<file path="src/rtl/uart_pkg.sv">
// Shared UART definitions: ASCII constants, baud divisor derivation and
// message lengths, used by both the report transmitter and the command receiver.
package uart_pkg;

  localparam logic [7:0] ASC_T     = 8'h54;
  localparam logic [7:0] ASC_H     = 8'h48;
  localparam logic [7:0] ASC_COLON = 8'h3A;
  localparam logic [7:0] ASC_COMMA = 8'h2C;
  localparam logic [7:0] ASC_STAR  = 8'h2A;
  localparam logic [7:0] ASC_NL    = 8'h0A;
  localparam logic [7:0] ASC_0     = 8'h30;
  localparam logic [7:0] ASC_A     = 8'h41;

  localparam int unsigned MSG_LEN    = 10;
  localparam int unsigned MSG_LEN_CK = 13;

  // Rounded to the nearest integer so the bit period error stays below half a clock.
  function automatic int unsigned clks_per_bit(input int unsigned clk_freq,
                                               input int unsigned baud);
    return (clk_freq + baud / 2) / baud;
  endfunction

  function automatic logic [7:0] hex_char(input logic [3:0] nib);
    if (nib < 4'd10) return ASC_0 + {4'h0, nib};
    else             return ASC_A + {4'h0, nib} - 8'd10;
  endfunction

endpackage

</file>
<file path="src/rtl/uart_tx_byte.sv">
// 8N1 byte serialiser: start bit, 8 data bits LSB first, stop bit, each
// CLKS_PER_BIT clocks. tx is registered, so the line lags the state by one clock.
module uart_tx_byte
  import uart_pkg::*;
#(
  parameter int unsigned CLKS_PER_BIT = 10417
) (
  input  logic       clk,
  input  logic       rst_n,
  input  logic       start,
  input  logic [7:0] data,
  output logic       tx,
  output logic       busy,
  output logic       done
);

  localparam int unsigned CNT_W = (CLKS_PER_BIT > 1) ? $clog2(CLKS_PER_BIT) : 1;

  localparam logic [1:0] B_IDLE  = 2'd0;
  localparam logic [1:0] B_START = 2'd1;
  localparam logic [1:0] B_DATA  = 2'd2;
  localparam logic [1:0] B_STOP  = 2'd3;

  logic [1:0]       state;
  logic [CNT_W-1:0] cnt;
  logic [2:0]       bit_idx;
  logic [7:0]       shreg;
  logic             tick;
  logic             line;

  assign tick = (cnt == CNT_W'(CLKS_PER_BIT - 1));
  assign busy = (state != B_IDLE);
  // Done fires in the last internal stop cycle so the next byte can start
  // with only one extra idle clock on the (delayed) line.
  assign done = (state == B_STOP) && tick;

  always_comb begin
    line = 1'b1;
    case (state)
      B_START: line = 1'b0;
      B_DATA:  line = shreg[0];
      default: line = 1'b1;
    endcase
  end

  always_ff @(posedge clk or negedge rst_n) begin
    if (!rst_n) begin
      state   <= B_IDLE;
      cnt     <= '0;
      bit_idx <= '0;
      shreg   <= '0;
      tx      <= 1'b1;
    end else begin
      tx <= line;
      if (state == B_IDLE) begin
        cnt <= '0;
        if (start) begin
          shreg   <= data;
          bit_idx <= '0;
          state   <= B_START;
        end
      end else begin
        cnt <= tick ? '0 : cnt + CNT_W'(1);
        if (tick) begin
          case (state)
            B_START: state <= B_DATA;
            B_DATA: begin
              shreg   <= {1'b0, shreg[7:1]};
              bit_idx <= bit_idx + 3'd1;
              if (bit_idx == 3'd7) state <= B_STOP;
            end
            default: state <= B_IDLE;
          endcase
        end
      end
    end
  end

endmodule

</file>
<file path="src/rtl/uart_report_tx.sv">
// Formats one temperature/humidity sample as "T:tt,H:hh\n" and sends it 8N1.
// Define UART_REPORT_CHECKSUM_EN to append "*XX" (hex XOR of bytes 0..8) before '\n'.
module uart_report_tx
  import uart_pkg::*;
#(
  parameter int unsigned CLK_FREQ = 100_000_000,
  parameter int unsigned BAUD     = 9600
) (
  input  logic       clk_100Mhz,
  input  logic       rst_n,
  input  logic [7:0] temp,
  input  logic [7:0] hum,
  input  logic       send,
  output logic       tx,
  output logic       busy,
  output logic       done
);

  localparam int unsigned CLKS_PER_BIT = clks_per_bit(CLK_FREQ, BAUD);
`ifdef UART_REPORT_CHECKSUM_EN
  localparam int unsigned LAST_IDX = MSG_LEN_CK - 1;
`else
  localparam int unsigned LAST_IDX = MSG_LEN - 1;
`endif

  localparam logic [1:0] S_IDLE = 2'd0;
  localparam logic [1:0] S_LOAD = 2'd1;
  localparam logic [1:0] S_WAIT = 2'd2;
  localparam logic [1:0] S_FIN  = 2'd3;

  logic [1:0] state;
  logic [3:0] idx;
  logic [3:0] t_tens, t_ones, h_tens, h_ones;
  logic [6:0] temp_sat, hum_sat;
  logic [7:0] cur_byte;
  logic       byte_start, byte_busy, byte_done;

  assign temp_sat = (temp > 8'd99) ? 7'd99 : temp[6:0];
  assign hum_sat  = (hum  > 8'd99) ? 7'd99 : hum[6:0];

  assign byte_start = (state == S_LOAD);
  assign busy       = (state == S_LOAD) || (state == S_WAIT) || byte_busy;
  assign done       = (state == S_FIN);

  always_ff @(posedge clk_100Mhz or negedge rst_n) begin
    if (!rst_n) begin
      state  <= S_IDLE;
      idx    <= '0;
      t_tens <= '0;
      t_ones <= '0;
      h_tens <= '0;
      h_ones <= '0;
    end else begin
      case (state)
        S_IDLE: if (send) begin
          t_tens <= 4'(temp_sat / 7'd10);
          t_ones <= 4'(temp_sat % 7'd10);
          h_tens <= 4'(hum_sat / 7'd10);
          h_ones <= 4'(hum_sat % 7'd10);
          idx    <= '0;
          state  <= S_LOAD;
        end
        S_LOAD: state <= S_WAIT;
        S_WAIT: if (byte_done) begin
          if (idx < 4'(LAST_IDX)) begin
            idx   <= idx + 4'd1;
            state <= S_LOAD;
          end else begin
            state <= S_FIN;
          end
        end
        default: state <= S_IDLE;
      endcase
    end
  end

`ifdef UART_REPORT_CHECKSUM_EN
  logic [7:0] cksum;
  assign cksum = ASC_T ^ ASC_COLON ^ {4'h3, t_tens} ^ {4'h3, t_ones} ^ ASC_COMMA
               ^ ASC_H ^ ASC_COLON ^ {4'h3, h_tens} ^ {4'h3, h_ones};
`endif

  always_comb begin
    cur_byte = ASC_NL;
    case (idx)
      4'd0: cur_byte = ASC_T;
      4'd1: cur_byte = ASC_COLON;
      4'd2: cur_byte = {4'h3, t_tens};
      4'd3: cur_byte = {4'h3, t_ones};
      4'd4: cur_byte = ASC_COMMA;
      4'd5: cur_byte = ASC_H;
      4'd6: cur_byte = ASC_COLON;
      4'd7: cur_byte = {4'h3, h_tens};
      4'd8: cur_byte = {4'h3, h_ones};
`ifdef UART_REPORT_CHECKSUM_EN
      4'd9:  cur_byte = ASC_STAR;
      4'd10: cur_byte = hex_char(cksum[7:4]);
      4'd11: cur_byte = hex_char(cksum[3:0]);
`endif
      default: cur_byte = ASC_NL;
    endcase
  end

  uart_tx_byte #(
    .CLKS_PER_BIT(CLKS_PER_BIT)
  ) u_tx_byte (
    .clk  (clk_100Mhz),
    .rst_n(rst_n),
    .start(byte_start),
    .data (cur_byte),
    .tx   (tx),
    .busy (byte_busy),
    .done (byte_done)
  );

endmodule
</file>
<file path="config.mk">
export PLATFORM = sky130hd
export DESIGN_NAME = uart_report_tx
export DESIGN_NICKNAME = d
export VERILOG_FILES = /design/src/rtl/uart_pkg.sv /design/src/rtl/uart_tx_byte.sv /design/src/rtl/uart_report_tx.sv
export SDC_FILE = /design/constraint.sdc
export NUM_CORES = 1
export LEC_CHECK = 0
export CORE_MARGIN = 1
export CORE_UTILIZATION = 50
export DETAILED_ROUTE_END_ITERATION = 10
export DONT_BUFFER_PORTS = 1
export PLACE_DENSITY = 0.7
export SKIP_LAST_GASP = 1
export SYNTH_ARGS = -nofsm -noshare
export SYNTH_HDL_FRONTEND = slang
export SYNTH_SLANG_ARGS = --single-unit
</file>
<file path="constraint.sdc">
create_clock -name clk_100Mhz -period 1.95 [get_ports clk_100Mhz]
set_input_delay 0.39 -clock clk_100Mhz [delete_from_list [all_inputs] [get_ports clk_100Mhz]]
set_output_delay 0.39 -clock clk_100Mhz [all_outputs]
set_load 0.01 [all_outputs]
</file>
==> results.md <==
* Status: finished, violations left
* Failing checks: negative setup slack
* Site Rows at 30
* Commonest non-fill, non-tap cell in the layout: buf_4
* WL per Instance at approximately 15 um
* Cell with the largest stage delay on the worst path: mux2_4
* Chip width at 86.4 um
* 1st-iter DRT viols at 211
* Crit path required time at around 2.2 ns
* R2R cell count at 10
* Post-synth EDFFs at 0
* Mapped cell area at 3560 um2
* Full die area at 7460 um2
* Layout area overhead at 39.6%
* Tightest Hold Check Type: input port to flop
* Placement Cell Area at 4370 um2
* Area contributors post-synth: dfrtp_1 34%, ha_1 7.7%, nand2_1 6.2%
* CTS tree: built
* Ratio of cells with drive above 1 in the final layout at between 40% and 50%
* Hold_sp: temp[7]
* H-tree levels at 2
* Buf/Inv on CP at 5
* Routed wire length at ~9000 um
* Worst path top cell family by delay: compound AO/OA/AOI/OAI gates
* Synth unique cells at 76
* GRT overflow at 0
* Setup-failing EPs final at 13
* Worst Clk Skew at 0.0130 ns
* Die H at about 86 um
* Most frequent CP cell: buf_4
* Largest net degree at the start of global routing at 50
* RSZ-0062 raised after global routing: yes
* Vias in the first global route at approximately 3300
* DP HPWL at roughly 6300 um
* Cell Chain, Critical Path: o311ai_4 > nand2b_1 > nor2_1 > ha_2 > o21ai_4 > a2bb2oi_2 > inv_2 > ha_4 > a31o_4 > o211ai_2 > buf_4 > buf_4 > buf_4 > o2111a_2 > o21ai_4 > ha_4 > buf_4 > a21o_1 > o211ai_2 > mux2_4 > a21oi_2
* Slew @ Worst Pin at 0.525 ns
* ANT nets after route at 0
* Post-Syn Nets at 452
* Initial Util at 52.1%
* Gpl congestion at about 0.93
* Tot GR Track Use at 25.4%
* PnR worst setup slack at -1.48 ns
* TritonRoute pass-1 iters at 4
* Drt via density at between 5 and 6
* Final core area utilization at 72.7%
* Max Cap Viol at 0
* Overall power at 4.92 mW
* First-pass GRT wire length at ~15000 um
* Final nets at 551
* Critical R2R Launch: u_tx_byte.cnt[0]
* Ys async rst share at between 90% and 100%
* Slew Limit Fails at 0
* P_leak at 2.24 nW
* CTS buffer count at 5
* DRC viols at 0
* WS Path Type: input port to flop
* Clock network power share at 15.6%
* Reg2reg setup slack at 0 ns
* Sink Count at 49
* Pint at 3.04 mW
* Maximum clock path buffer count at 2
* Worst-path clk slew at 0.09 ns
* Max IR drop VDD at 0.484 mV
* Final Cycle Share at 176%
* Minimum clock period at 3.43 ns
* Worst slew margin at 65.0%
* Pre-CTS worst setup slack at -1.89 ns
* Syn_area_per_cell at 8.66 um2
* Yosys top cell by area: dfrtp_1
* Share of the synthesized area in the top cell type at 33.7%
* Post-synthesis sequential area ratio at between 30% and 40%
* Number of synthesized register bits at a little under 50
* Worst Hold Depth at 2
* Antenna diodes at 0
* Worst Setup End Kind: flop
* Sequential Power Share at between 30% and 40%
* Most frequent cells in the layout: 97 x buf_4, 56 x nand2_1, 47 x dfrtp_1
* Core area at 6830 um2
* Crit path arrival time at 3.67 ns
* Synth warnings at 0
* Maximum clock frequency at around 290 MHz
* Clk Latency, worst-skew pair at just over 0.3 ns
* CP max stage delay at 0.32 ns
* Final hold violation count at 0
* Post-layout instance area at between 4000 and 5000 um2
* Switching share of power at 38.2%
* Boundary pin count at 22
* DR vias at around 3400
* Port Buffers at 0
* Power density over the cells at about 1000 nW/um2
* Gate power share at 50.7%
* CTS Root Cell: clkbuf_8
* P_sw at 1.88 mW
* Critical path peak fanout at 4
* Synthesized instance count at ~410
* Main synth FF type: dfrtp_1
* Worst setup SP type: input port
* Hold Path Sink: t_tens[3]
* Worst R2R End: idx[2]
* Antenna violations before repair at 0
[how the worst max path moves through the flow]
stage	slack [ns]	from	endpoint	depth (start not counted)
floorplan	-1.83	hum[4]	h_ones[2]	19
global placement	-1.72	hum[4]	h_ones[2]	19
detailed placement	-1.89	hum[4]	h_ones[2]	19
CTS	-1.43	hum[4]	h_ones[2]	19
global route	-1.62	hum[2]	h_ones[2]	21
finish	-1.48	hum[2]	h_ones[2]	21
[logic make-up (layout without fill, tap and decap cells)]
| group | count (synthesis) | count (layout) | share of synthesized area [%] |
|---|---|---|---|
| compound gates | 116 | 116 | 24.3 |
| xor+xnor | 18 | 18 | 4.85 |
| fa+ha+maj | 22 | 22 | 7.73 |
| buf+inv | 40 | 140 | 5.13 |
| flops | 49 | 49 | 34.5 |
| mux | 7 | 7 | 2.14 |
| simple gates | 159 | 159 | 21.4 |
[worst reg2reg max path: cells and delay by family, from the launching register on]
family	cells	cell delay, ns
simple gates	5	0.87
compound gates	3	0.43
flops	1	0.38
fa+ha+maj	1	0.17
buf+inv	1	0.06
[what timing repair did]
action                                  CTS  global route
buffers inserted                         16             5
cloned                                    0             0
endpoints found under the setup margin   17            21
endpoints found under the hold margin    49             0
hold buffers                              2             0
resized for setup                        29            37
pin swaps                                33            26
[metrics by stage]
step	setup TNS [ns]	instances	hold slack, ns
after floorplan	-15.51	411	0.0944
after global placement	-15.72	578	0.0957
after detailed placement	-17.20	578	0.0958
after CTS	-12.09	604	0.276
after global routing	-14.34	607	0.277
final	-12.55	607	0.278
[synthesized netlist by cell type, drive strengths merged (4+ instances only)]
library cell  instances
and2                  4
inv                  25
nand2                60
a211oi               11
buf                   4
mux2i                 5
a31oi                 5
xor2                  8
nor2                 38
ha                   22
a21oi                25
clkbuf               10
dfrtp                48
o21ai                28
and3                  4
nand3                14
xnor2                10
nor3                 13
o22ai                 5
a21o                  4
nand2b                7
[per-layer routing]
| layer | global-route usage, % | part of all wire, % | up-vias |
|---|---|---|---|
| li1 | - | - | 1658 |
| met1 | 33.8 | 44 | 1687 |
| met2 | 43.0 | 51 | 71 |
| met3 | 3.71 | 4.0 | 8 |
| met4 | 7.73 | 1.2 | 0 |
| met5 | 0 | 0 | - |
[power by group through the flow]
stage                     logic [mW]  registers (mW)  clock network (mW)
after global routing            2.78            1.70               0.817
after detailed placement        2.09            1.66                   0
after global placement          2.02            1.64                   0
final                           2.49            1.66               0.766
after floorplan                 1.41            1.61                   0
after CTS                       2.25            1.64               0.779
[state kept, by name (all words and copies together) (netlist names)]
name               cells
u_tx_byte.cnt         14
u_tx_byte.shreg        7
t_ones                 4
idx                    4
h_ones                 4
u_tx_byte.state        2
state                  2
t_tens                 4
u_tx_byte.tx           1
u_tx_byte.bit_idx      3
h_tens                 4
[cell type report]
cell class	instances	area, um2
Timing Repair Buffer	107	856
Clock inverter	2	37.5
Sequential cell	49	1230
Fill cell	518	1860
Inverter	25	93.8
Tap cell	96	120
Multi-Input combinational cell	322	2550
Clock buffer	6	82.6
Note: power is estimated with default switching activity, not from simulation.
